**src/rtl/gcd_pkg.sv**
```systemverilog
// Shared types and defaults for the streaming GCD engine.
package gcd_pkg;

  localparam int GCD_WIDTH_DEF = 8;
  localparam int GCD_DEPTH_DEF = 4;

  typedef enum logic [1:0] {
    IDLE = 2'd0,
    CALC = 2'd1,
    DONE = 2'd2
  } gcd_state_e;

endpackage

```
**src/rtl/gcd_stream_if.sv**
```systemverilog
// Operand/result handshake bundle for gcd_stream; y_err exists only with GCD_ZERO_ERR_EN.
interface gcd_stream_if
  import gcd_pkg::*;
#(
  parameter int WIDTH     = GCD_WIDTH_DEF,
  parameter int OUT_DEPTH = GCD_DEPTH_DEF
);

  logic [WIDTH-1:0]                 a_data;
  logic                             a_en;
  logic                             a_rdy;
  logic [WIDTH-1:0]                 b_data;
  logic                             b_en;
  logic                             b_rdy;
  logic [WIDTH-1:0]                 y_data;
  logic                             y_en;
  logic                             y_rdy;
  logic                             busy_o;
  logic [$clog2(OUT_DEPTH+1)-1:0]   y_count;
`ifdef GCD_ZERO_ERR_EN
  logic                             y_err;

  modport slave  (input  a_data, a_en, b_data, b_en, y_en,
                  output a_rdy, b_rdy, y_data, y_rdy, busy_o, y_count, y_err);
  modport master (output a_data, a_en, b_data, b_en, y_en,
                  input  a_rdy, b_rdy, y_data, y_rdy, busy_o, y_count, y_err);
`else
  modport slave  (input  a_data, a_en, b_data, b_en, y_en,
                  output a_rdy, b_rdy, y_data, y_rdy, busy_o, y_count);
  modport master (output a_data, a_en, b_data, b_en, y_en,
                  input  a_rdy, b_rdy, y_data, y_rdy, busy_o, y_count);
`endif

endinterface

```
**src/rtl/gcd_fifo.sv**
```systemverilog
// First-word-fall-through FIFO: head visible combinationally (0 when empty), push/pop take effect at the edge.
// Push while full and pop while empty are ignored; full is a decode of the registered count only.
module gcd_fifo #(
  parameter int WIDTH = 8,
  parameter int DEPTH = 4
) (
  input  logic                         clk_i,
  input  logic                         rst_ni,
  input  logic                         i_push,
  input  logic [WIDTH-1:0]             i_data,
  input  logic                         i_pop,
  output logic [WIDTH-1:0]             o_data,
  output logic                         o_full,
  output logic [$clog2(DEPTH+1)-1:0]   o_count
);

  localparam int AW = (DEPTH > 1) ? $clog2(DEPTH) : 1;
  localparam int CW = $clog2(DEPTH+1);

  logic [WIDTH-1:0] r_mem [DEPTH];
  logic [AW-1:0]    r_wr_ptr;
  logic [AW-1:0]    r_rd_ptr;
  logic [CW-1:0]    r_count;
  logic             w_push;
  logic             w_pop;
  logic             w_empty;

  assign w_empty = (r_count == '0);
  assign o_full  = (r_count == CW'(DEPTH));
  assign o_count = r_count;
  assign o_data  = w_empty ? '0 : r_mem[r_rd_ptr];
  assign w_push  = i_push && !o_full;
  assign w_pop   = i_pop && !w_empty;

  always_ff @(posedge clk_i) begin
    if (w_push) begin
      r_mem[r_wr_ptr] <= i_data;
    end
  end

  // Power-of-two depth: pointers wrap by natural overflow.
  always_ff @(posedge clk_i or negedge rst_ni) begin
    if (!rst_ni) begin
      r_wr_ptr <= '0;
      r_rd_ptr <= '0;
      r_count  <= '0;
    end else begin
      if (w_push) r_wr_ptr <= r_wr_ptr + AW'(1);
      if (w_pop)  r_rd_ptr <= r_rd_ptr + AW'(1);
      case ({w_push, w_pop})
        2'b10:   r_count <= r_count + CW'(1);
        2'b01:   r_count <= r_count - CW'(1);
        default: r_count <= r_count;
      endcase
    end
  end

endmodule

```
**src/rtl/gcd_stream.sv**
```systemverilog
// Buffered Euclid GCD: launches only with a result slot free; pop edge to y_rdy = 1 + C + 1 edges.
// Inputs backpressure via a_rdy/b_rdy (FIFO full); GCD_ZERO_ERR_EN adds y_err flagging gcd(0,0).
module gcd_stream
  import gcd_pkg::*;
#(
  parameter int WIDTH     = GCD_WIDTH_DEF,
  parameter int IN_DEPTH  = GCD_DEPTH_DEF,
  parameter int OUT_DEPTH = GCD_DEPTH_DEF
) (
  input  logic          clk_i,
  input  logic          rst_ni,
  gcd_stream_if.slave   bus
);

`ifdef GCD_ZERO_ERR_EN
  localparam int YW = WIDTH + 1;
`else
  localparam int YW = WIDTH;
`endif
  localparam int ICW = $clog2(IN_DEPTH+1);
  localparam int OCW = $clog2(OUT_DEPTH+1);

  logic [WIDTH-1:0] w_a_dat, w_b_dat;
  logic             w_a_full, w_b_full, w_y_full;
  logic [ICW-1:0]   w_a_cnt, w_b_cnt;
  logic [OCW-1:0]   w_y_cnt;
  logic [YW-1:0]    w_y_in, w_y_dat;
  logic             w_launch, w_y_push;

  gcd_state_e       r_state;
  logic [WIDTH-1:0] r_a, r_b, r_res;
  logic             r_busy;
`ifdef GCD_ZERO_ERR_EN
  logic             r_err;
  assign w_y_in     = {r_err, r_res};
  assign bus.y_err  = w_y_dat[WIDTH];
`else
  assign w_y_in     = r_res;
`endif

  gcd_fifo #(.WIDTH(WIDTH), .DEPTH(IN_DEPTH)) u_a_fifo (
    .clk_i  (clk_i),    .rst_ni (rst_ni),
    .i_push (bus.a_en), .i_data (bus.a_data), .i_pop (w_launch),
    .o_data (w_a_dat),  .o_full (w_a_full),   .o_count (w_a_cnt)
  );

  gcd_fifo #(.WIDTH(WIDTH), .DEPTH(IN_DEPTH)) u_b_fifo (
    .clk_i  (clk_i),    .rst_ni (rst_ni),
    .i_push (bus.b_en), .i_data (bus.b_data), .i_pop (w_launch),
    .o_data (w_b_dat),  .o_full (w_b_full),   .o_count (w_b_cnt)
  );

  gcd_fifo #(.WIDTH(YW), .DEPTH(OUT_DEPTH)) u_y_fifo (
    .clk_i  (clk_i),    .rst_ni (rst_ni),
    .i_push (w_y_push), .i_data (w_y_in),  .i_pop (bus.y_en),
    .o_data (w_y_dat),  .o_full (w_y_full), .o_count (w_y_cnt)
  );

  // Result FIFO not full is the slot reservation: only one op is ever in flight.
  assign w_launch = (r_state == IDLE) && (w_a_cnt != '0) && (w_b_cnt != '0) && !w_y_full;
  assign w_y_push = (r_state == DONE);

  assign bus.a_rdy   = !w_a_full;
  assign bus.b_rdy   = !w_b_full;
  assign bus.y_data  = w_y_dat[WIDTH-1:0];
  assign bus.y_rdy   = (w_y_cnt != '0);
  assign bus.y_count = w_y_cnt;
  assign bus.busy_o  = r_busy;

  always_ff @(posedge clk_i or negedge rst_ni) begin
    if (!rst_ni) begin
      r_state <= IDLE;
      r_a     <= '0;
      r_b     <= '0;
      r_res   <= '0;
      r_busy  <= 1'b0;
`ifdef GCD_ZERO_ERR_EN
      r_err   <= 1'b0;
`endif
    end else begin
      case (r_state)
        IDLE: begin
          if (w_launch) begin
            r_a     <= w_a_dat;
            r_b     <= w_b_dat;
            r_busy  <= 1'b1;
            r_state <= CALC;
`ifdef GCD_ZERO_ERR_EN
            r_err   <= (w_a_dat == '0) && (w_b_dat == '0);
`endif
          end
        end
        CALC: begin
          if (r_b == '0) begin
            r_res   <= r_a;
            r_state <= DONE;
          end else if (r_a < r_b) begin
            r_a <= r_b;
            r_b <= r_a;
          end else begin
            r_a <= r_a - r_b;
          end
        end
        DONE: begin
          r_busy  <= 1'b0;
          r_state <= IDLE;
        end
        default: begin
          r_busy  <= 1'b0;
          r_state <= IDLE;
        end
      endcase
    end
  end

endmodule

```
**src/flat_wrapper.sv**
```systemverilog
// flat-port wrapper written by rule: the top's interface ports become plain ports
module gcd_stream_flat import gcd_pkg::*;
#(
  parameter int WIDTH     = GCD_WIDTH_DEF,
  parameter int IN_DEPTH  = GCD_DEPTH_DEF,
  parameter int OUT_DEPTH = GCD_DEPTH_DEF
)
  (clk_i, rst_ni, bus_a_data, bus_a_en, bus_b_data, bus_b_en, bus_y_en, bus_a_rdy, bus_b_rdy, bus_y_data, bus_y_rdy, bus_busy_o, bus_y_count);
  gcd_stream_if #(.WIDTH(WIDTH), .OUT_DEPTH(OUT_DEPTH)) bus_i ();
  input  logic clk_i;
  input  logic rst_ni;
  input wire logic [$bits(bus_i.a_data)-1:0] bus_a_data;
  input wire logic [$bits(bus_i.a_en)-1:0] bus_a_en;
  input wire logic [$bits(bus_i.b_data)-1:0] bus_b_data;
  input wire logic [$bits(bus_i.b_en)-1:0] bus_b_en;
  input wire logic [$bits(bus_i.y_en)-1:0] bus_y_en;
  output wire logic [$bits(bus_i.a_rdy)-1:0] bus_a_rdy;
  output wire logic [$bits(bus_i.b_rdy)-1:0] bus_b_rdy;
  output wire logic [$bits(bus_i.y_data)-1:0] bus_y_data;
  output wire logic [$bits(bus_i.y_rdy)-1:0] bus_y_rdy;
  output wire logic [$bits(bus_i.busy_o)-1:0] bus_busy_o;
  output wire logic [$bits(bus_i.y_count)-1:0] bus_y_count;
  assign bus_i.a_data = bus_a_data;
  assign bus_i.a_en = bus_a_en;
  assign bus_i.b_data = bus_b_data;
  assign bus_i.b_en = bus_b_en;
  assign bus_i.y_en = bus_y_en;
  assign bus_a_rdy = bus_i.a_rdy;
  assign bus_b_rdy = bus_i.b_rdy;
  assign bus_y_data = bus_i.y_data;
  assign bus_y_rdy = bus_i.y_rdy;
  assign bus_busy_o = bus_i.busy_o;
  assign bus_y_count = bus_i.y_count;
  gcd_stream #(.WIDTH(WIDTH), .IN_DEPTH(IN_DEPTH), .OUT_DEPTH(OUT_DEPTH)) u_core (.clk_i(clk_i), .rst_ni(rst_ni), .bus(bus_i));
endmodule
```
**config.mk**
```make
export PLATFORM = sky130hd
export DESIGN_NAME = gcd_stream_flat
export DESIGN_NICKNAME = d
export VERILOG_FILES = /design/src/rtl/gcd_pkg.sv /design/src/rtl/gcd_stream_if.sv /design/src/rtl/gcd_fifo.sv /design/src/rtl/gcd_stream.sv /design/src/flat_wrapper.sv
export SDC_FILE = /design/constraint.sdc
export NUM_CORES = 1
export LEC_CHECK = 0
export CAP_MARGIN = 20
export CORE_ASPECT_RATIO = 1.4
export CORE_UTILIZATION = 40
export CTS_BUF_LIST = sky130_fd_sc_hd__clkbuf_8
export CTS_CLUSTER_DIAMETER = 40
export DETAILED_ROUTE_END_ITERATION = 6
export DONT_BUFFER_PORTS = 1
export REMOVE_ABC_BUFFERS = 1
export SKIP_LAST_GASP = 1
export SLEW_MARGIN = 20
export SYNTH_ARGS = -nofsm -noshare
export SYNTH_HDL_FRONTEND = slang
export SYNTH_HIERARCHICAL = 1
export SYNTH_SLANG_ARGS = --single-unit
```
**constraint.sdc**
```tcl
create_clock -name clk_i -period 7.5 [get_ports clk_i]
set_input_delay 0.375 -clock clk_i [delete_from_list [all_inputs] [get_ports clk_i]]
set_output_delay 0.375 -clock clk_i [all_outputs]
set_load 0.05 [all_outputs]
```
-- After elaboration in Yosys (flattened, before gate mapping)
Memory sizes are Yosys's and may differ from the RTL's.
Cells that the tools add are included.
W data, S select, Z words.
- flip-flop bits (word level): 48
- bits in writable memories: 96
- bits of input ports: 21
- logic and storage cells: 104
- memories kept: 3
- memories (memory ; words ; width ; rd ports ; clocked after memory_dff ; wr ports ; line ; source):
    u_core.u_a_fifo.r_mem ; 4 ; 8 ; 1 ; 0 ; 1 ; gcd_fifo.sv:20 ; logic [WIDTH-1:0] r_mem [DEPTH];
    u_core.u_b_fifo.r_mem ; 4 ; 8 ; 1 ; 0 ; 1 ; gcd_fifo.sv:20 ;
    u_core.u_y_fifo.r_mem ; 4 ; 8 ; 1 ; 0 ; 1 ; gcd_fifo.sv:20 ;
- add/subtract/negate cells: 13
- order comparisons: 1
- eq/ne operators: 15
- multiplexer cells: 25
- bitwise gates (word level): 1
- reductions and logical operators: 32
- operators with widths (operator ; number):
    $mux W8 ; 9
    $pmux W8 S2 ; 2
    $pmux W3 S2 ; 3
    $add A2 B1 Y2 const B ; 6
    $add A3 B1 Y3 const B ; 3
    $eq A3 B3 Y1 const B ; 3
    $logic_and A1 B1 Y1 ; 9
    $logic_not A3 Y1 ; 3
    $reduce_bool A3 Y1 ; 3
    $sub A3 B1 Y3 const B ; 3
    $eq A2 B1 Y1 const B ; 4
    $eq A2 B2 Y1 const B ; 4
    $logic_not A8 Y1 ; 1
    $lt A8 B8 Y1 ; 1
    $reduce_bool A2 Y1 ; 4
    $sub A8 B8 Y8 ; 1
    $mux W1 ; 7
    $logic_not A1 Y1 ; 6
    $reduce_and A2 Y1 ; 3
    $mux W2 ; 2
    $ne A2 B1 Y1 const B ; 2
    $ne A2 B2 Y1 const B ; 2
    $pmux W2 S2 ; 1
    $reduce_and A4 Y1 ; 1
    other kinds (4) ; 4

-- Longest topological paths before layout
- depth after elaboration: 7
- depth in mapped cells: 11

-- Cells and area by module
Netlist, hierarchy kept.
- by module, submodules not included (module ; times used ; cells each ; area each (µm²)):
    gcd_fifo ; 3 ; 88 ; 1642.8
    gcd_stream ; 1 ; 183 ; 1649.1

-- Worst setup path before layout
OpenSTA, ideal clock, no wires.
- kind: reg2reg
- start: register u_core.u_y_fifo.r_count[2] (netlist: u_core/u_y_fifo/o_count[2])
- end: register u_core.u_a_fifo.r_count[2] (netlist: u_core/u_a_fifo/o_count[2])
- library setup time: 0.079 ns
- arrival: 2.673 ns
- required time: 7.421 ns
- path slack: 4.748 ns
- stages on the path, launching flop included: 12
- buffers on the path: 0
- period minus slack after synthesis: 2.752 ns
- path through: dfrtp_1 nor3b_1 or3_1 or3_4 clkinv_4 and2_4 ha_1 inv_1 fa_1 xor2_1 nor2_1 xor2_1
- longest elaborated chain between the ends: 6
- RTL lines (element ; line ; source):
    from (decl) ; gcd_fifo.sv:23 ; logic [CW-1:0] r_count;
    from (signal assigned) ; gcd_fifo.sv:51 ; 2'b10: r_count <= r_count + CW'(1);
    from (signal assigned) ; gcd_fifo.sv:52 ; 2'b01: r_count <= r_count - CW'(1);
    from (signal assigned) ; gcd_fifo.sv:53 ; default: r_count <= r_count;
    $eq A3 B3 Y1 * ; gcd_fifo.sv:29 ; assign o_full = (r_count == CW'(DEPTH));
    named net u_core.w_y_full ; gcd_stream.sv:24 ; logic w_a_full, w_b_full, w_y_full;
    $logic_not A1 Y1 * ; gcd_stream.sv:60 ; assign w_launch = (r_state == IDLE) && (w_a_cnt != '0) && (w_b_cnt != '0) && !w_y_full;
    $logic_and A1 B1 Y1 * ; gcd_stream.sv:60 ;
    named net u_core.w_launch ; gcd_stream.sv:28 ; logic w_launch, w_y_push;
    $logic_and A1 B1 Y1 * ; gcd_fifo.sv:33 ; assign w_pop = i_pop && !w_empty;
    named net u_core.u_a_fifo.w_pop ; gcd_fifo.sv:25 ; logic w_pop;
    $eq A2 B1 Y1 or $eq A2 B2 Y1 (tied branches) ; gcd_fifo.sv:50 ; case ({w_push, w_pop})
    $pmux W3 S2 or $reduce_bool A2 Y1 (tied branches) ; -- ;
    to (signal assigned) ; gcd_fifo.sv:51 ;
    to (signal assigned) ; gcd_fifo.sv:52 ;
    to (signal assigned) ; gcd_fifo.sv:53 ;
    to (decl) ; gcd_fifo.sv:23 ;
The timed path passes the listed nets; every way through them passes the cells marked *.
A chain may end at the register's enable or synchronous reset.

-- Worst setup path after layout
- start: register u_core.u_y_fifo.r_count[0] (netlist: u_core/u_y_fifo/o_count[0])
- end: register u_core.u_b_fifo.r_count[2] (netlist: u_core/u_b_fifo/o_count[2])
- longest elaborated chain between the ends: 6
- RTL lines (element ; line):
    $eq A3 B3 Y1 * ; gcd_fifo.sv:29
    named net u_core.w_y_full ; gcd_stream.sv:24
    $logic_not A1 Y1 * ; gcd_stream.sv:60
    $logic_and A1 B1 Y1 * ; gcd_stream.sv:60
    named net u_core.w_launch ; gcd_stream.sv:28
    $logic_and A1 B1 Y1 * ; gcd_fifo.sv:33
    named net u_core.u_b_fifo.w_pop ; gcd_fifo.sv:25
    $eq A2 B1 Y1 or $eq A2 B2 Y1 (tied branches) ; gcd_fifo.sv:50
    $pmux W3 S2 or $reduce_bool A2 Y1 (tied branches) ; --
    to (signal assigned) ; gcd_fifo.sv:51
    to (signal assigned) ; gcd_fifo.sv:52
    to (signal assigned) ; gcd_fifo.sv:53
    to (decl) ; gcd_fifo.sv:23
Marked as above.

==> results.cfg <==
[grt]
largest_net_degree_at_the_start_of_global_routing = 49
antenna_violations_before_repair = 0
global_route_usage_over_all_layers_pct = 15.4
grt_first_pass_wirelength_um = 19100
grt.overflow.total = 0
first_global_vias = 3696

[layout]
n_antenna_cell = 0
syn_to_layout_area_delta_pct = 11.6
most_frequent_cells_in_the_layout = sky130_fd_sc_hd__edfxtp_1, sky130_fd_sc_hd__dfrtp_1, sky130_fd_sc_hd__and2_1
final_nets = 519
drive_gt1_share_pct = 17.4
sequential_cell_area_um2 = 4080
layout.filler_cells = 1449
multiInputGateArea_um2 = 2260
mostFrequentLayoutCell = sky130_fd_sc_hd__edfxtp_1

[hold_path]
hold_path_class = in2reg
worstHoldPathCells = 2
worstHoldStart = bus_y_en
hold_path_end = u_core/u_y_fifo/r_rd_ptr[1]

[routing]
post_drt_wl_per_cell_um = 16.8
vias_per_cell = 5.14
ant_nets = 0
drt_iter0_markers = 188
topRoutingLayerUsed = met4
drt_wl_total_um = 11500
met2_wirelength_um = 6100
detailedRoute.firstPassIterationCount = 4
met3WireLength_um = 385
remaining_drc_errors = 0
route.vias.total = 3509
length_of_routed_wiring_on_met1_um = 4680

[yosys]
synth_cell_type_count = 59
postSynth.asyncResetShare_pct = 33.3
synthTopCellsByArea = sky130_fd_sc_hd__edfxtp_1, sky130_fd_sc_hd__dfrtp_1, sky130_fd_sc_hd__mux4_2
synthDominantAreaCellType = sky130_fd_sc_hd__edfxtp_1
yosys_most_used_dff = sky130_fd_sc_hd__edfxtp_1
synth_edf_count = 96
synth_seq_area_share_pct = 62.1
synth.avg_cell_area_um2 = 14.7
syn_area_um2 = 6580
synth-warning-count = 6
gate_count_after_technology_mapping = 447
synth_seq_cells = 144
synth_largest_type_area_fraction_pct = 43.8

[die]
chipWidth_um = 110
dieArea_um2 = 17000
die_h_um = 154
coreArea_um2 = 16100
initial_core_util_pct = 40.8
top_level_ports = 36
num_rows = 55

[setup_path]
crit_path_max_incr_delay_ns = 0.72
r2r_setup_slack_ns = 4.50
start_kind = flop
crit_path_end_kind = flop
crit_arrival_ns = 3.37
path_class = reg2reg
critical-path-slowest-cell = sky130_fd_sc_hd__dfrtp_1
crit_chain = nor3b_1 -> or3_1 -> or3_4 -> clkinv_4 -> and2_4 -> ha_1 -> inv_1 -> fa_1 -> xor2_1 -> nor2_1 -> xor2_1
worst_ep_required_time_ns = 7.86
worst-path-max-fanout = 6
rr_startpoint = u_core/u_y_fifo/o_count[0]
reg2regPathDepth = 11
reg2reg_to = u_core/u_b_fifo/o_count[2]
crit_top_cell = sky130_fd_sc_hd__xor2_1

[clocking]
postCtsHoldBufs = 18
cts_max_level = 4
clock_root_cell = sky130_fd_sc_hd__clkbuf_8
postCtsResizedCells = 0
tritoncts = done
post-cts-setup-buffer-count = 0
clk_path_buf_depth = 2
cts.sinks = 144
cts_made_buffers = 17
clk_transition_reported_paths_ns = 0.08
clock_latency_ns = 0.44

[pwr]
power_density_nw_per_um2 = 454
power.leakage_nw = 2.79
max-vdd-ir-drop_uv = 203

[timing]
timing.final.crit_share_pct = 40.0
worst-slew-pin-transition_ns = 0.722
max_clock_freq_mhz = 333
finalSetupTns_ns = 0
setup_repair_after_global_routing_missed_its_margin = false
timing.final.setup_violations = 0
drv_slew = 0
slew_headroom_pct = 51.8
finalCriticalPeriod_ns = 3.00
finalHoldViolCount = 0
clock-skew-final_ns = 0.0104
worst_hold_slack_ns = 0.127

[run_status]
outcome = completed

[job]
maxCapViolCount = 0

[place]
gpl.final_weighted_congestion = 0.843
placed_wire_length_estimate_after_detailed_placement_um = 8070
portBuffers = 0
-- layer usage --
metal	global-route usage (%)	up-vias
met5	0	-
met4	6.77	0
met3	4.92	13
met2	26.1	62
met1	17.4	1760
li1	-	1674
-- Yosys cell counts, drive strengths merged, types with 2 or more instances --
| library cell | count |
|---|---|
| edfxtp | 96 |
| dfrtp | 48 |
| and2 | 40 |
| inv | 32 |
| nand2 | 31 |
| mux4 | 24 |
| ha | 23 |
| nor2 | 15 |
| o21ai | 14 |
| mux2i | 10 |
| xnor2 | 9 |
| xor2 | 9 |
| a21oi | 7 |
| buf | 7 |
| nor3 | 7 |
| or3 | 7 |
| clkbuf | 6 |
| nor2b | 6 |
| nand3 | 5 |
| o21a | 5 |
| fa | 4 |
| mux2 | 4 |
| nor4 | 4 |
| a211oi | 3 |
| nor3b | 3 |
| o22ai | 3 |
| or2 | 3 |
| a311o | 2 |
| and2b | 2 |
| o2bb2ai | 2 |
| o31a | 2 |
| o31ai | 2 |
-- per-stage QoR --
step | total power [mW] | setup WS, ns | area [um2] | instances | util, %
2_1_floorplan | 2.41 | 4.75 | 6480 | 434 | -
3_3_place_gp | 2.68 | 4.61 | 6730 | 633 | 41.8
3_5_place_dp | 2.72 | 4.48 | 6730 | 633 | 41.8
4_1_cts | 3.38 | 4.47 | 7340 | 683 | 45.6
5_1_grt | 3.59 | 4.26 | 7340 | 683 | 45.6
6_report | 3.33 | 4.50 | 7340 | 683 | 45.6
-- worst max path at each step --
stage	start	end	depth (start not counted)
finish	u_core/u_y_fifo/o_count[0]	u_core/u_b_fifo/o_count[2]	11
CTS	u_core/u_y_fifo/o_count[0]	u_core/u_b_fifo/o_count[2]	11
global placement	u_core/u_y_fifo/o_count[0]	u_core/u_b_fifo/o_count[2]	11
global route	u_core/u_y_fifo/o_count[0]	u_core/u_b_fifo/o_count[2]	11
detailed placement	u_core/u_y_fifo/o_count[0]	u_core/u_b_fifo/o_count[2]	11
floorplan	u_core/u_y_fifo/o_count[2]	u_core/u_a_fifo/o_count[2]	11
-- sequential cells by signal (all words and copies together) (netlist names), 3 cells and up --
signal,count
u_core/u_a_fifo/o_count,3
u_core/u_a_fifo/r_mem,32
u_core/r_b,8
u_core/r_a,8
u_core/u_y_fifo/r_mem,32
u_core/u_b_fifo/o_count,3
u_core/u_b_fifo/r_mem,32
u_core/u_y_fifo/o_count,3
u_core/r_res,8
-- power by group --
part | switching [mW] | internal [mW] | leakage [nW] | total (mW)
clock | 0.303 | 0.333 | 0.206 | 0.636
sequential | 0.247 | 1.09 | 1.46 | 1.33
combinational | 0.756 | 0.609 | 1.13 | 1.37
-- final cells by class --
cell class	instances	share of cell area [%]
sequential	144	55.6
tap	199	3.39
multi-input combinational	257	30.8
timing repair buffer	18	2.69
inverter	33	1.82
clock inverter	15	2.49
clock buffer	17	3.19
-- cells by family (layout without fill, tap and decap cells) --
group                    after synthesis  after routing  synth area share (%)
flip-flops                           144            144                  62.1
AND/OR/NAND/NOR                      125            125                  10.6
AO/OA/AOI/OAI                         49             49                  5.17
buffers and inverters                 46             83                  3.54
multiplexers                          38             38                  10.6
adder cells (fa/ha/maj)               27             27                  5.59
XOR/XNOR                              18             18                  2.40
-- critical path, delay by kind of cell (launching register included) --
kind	cells	cell delay [ns]
buffers and inverters	2	0.15
flip-flops	1	0.72
XOR/XNOR	2	0.33
adder cells (fa/ha/maj)	2	0.54
AND/OR/NAND/NOR	5	1.19
(Power assumes the default switching activity.)
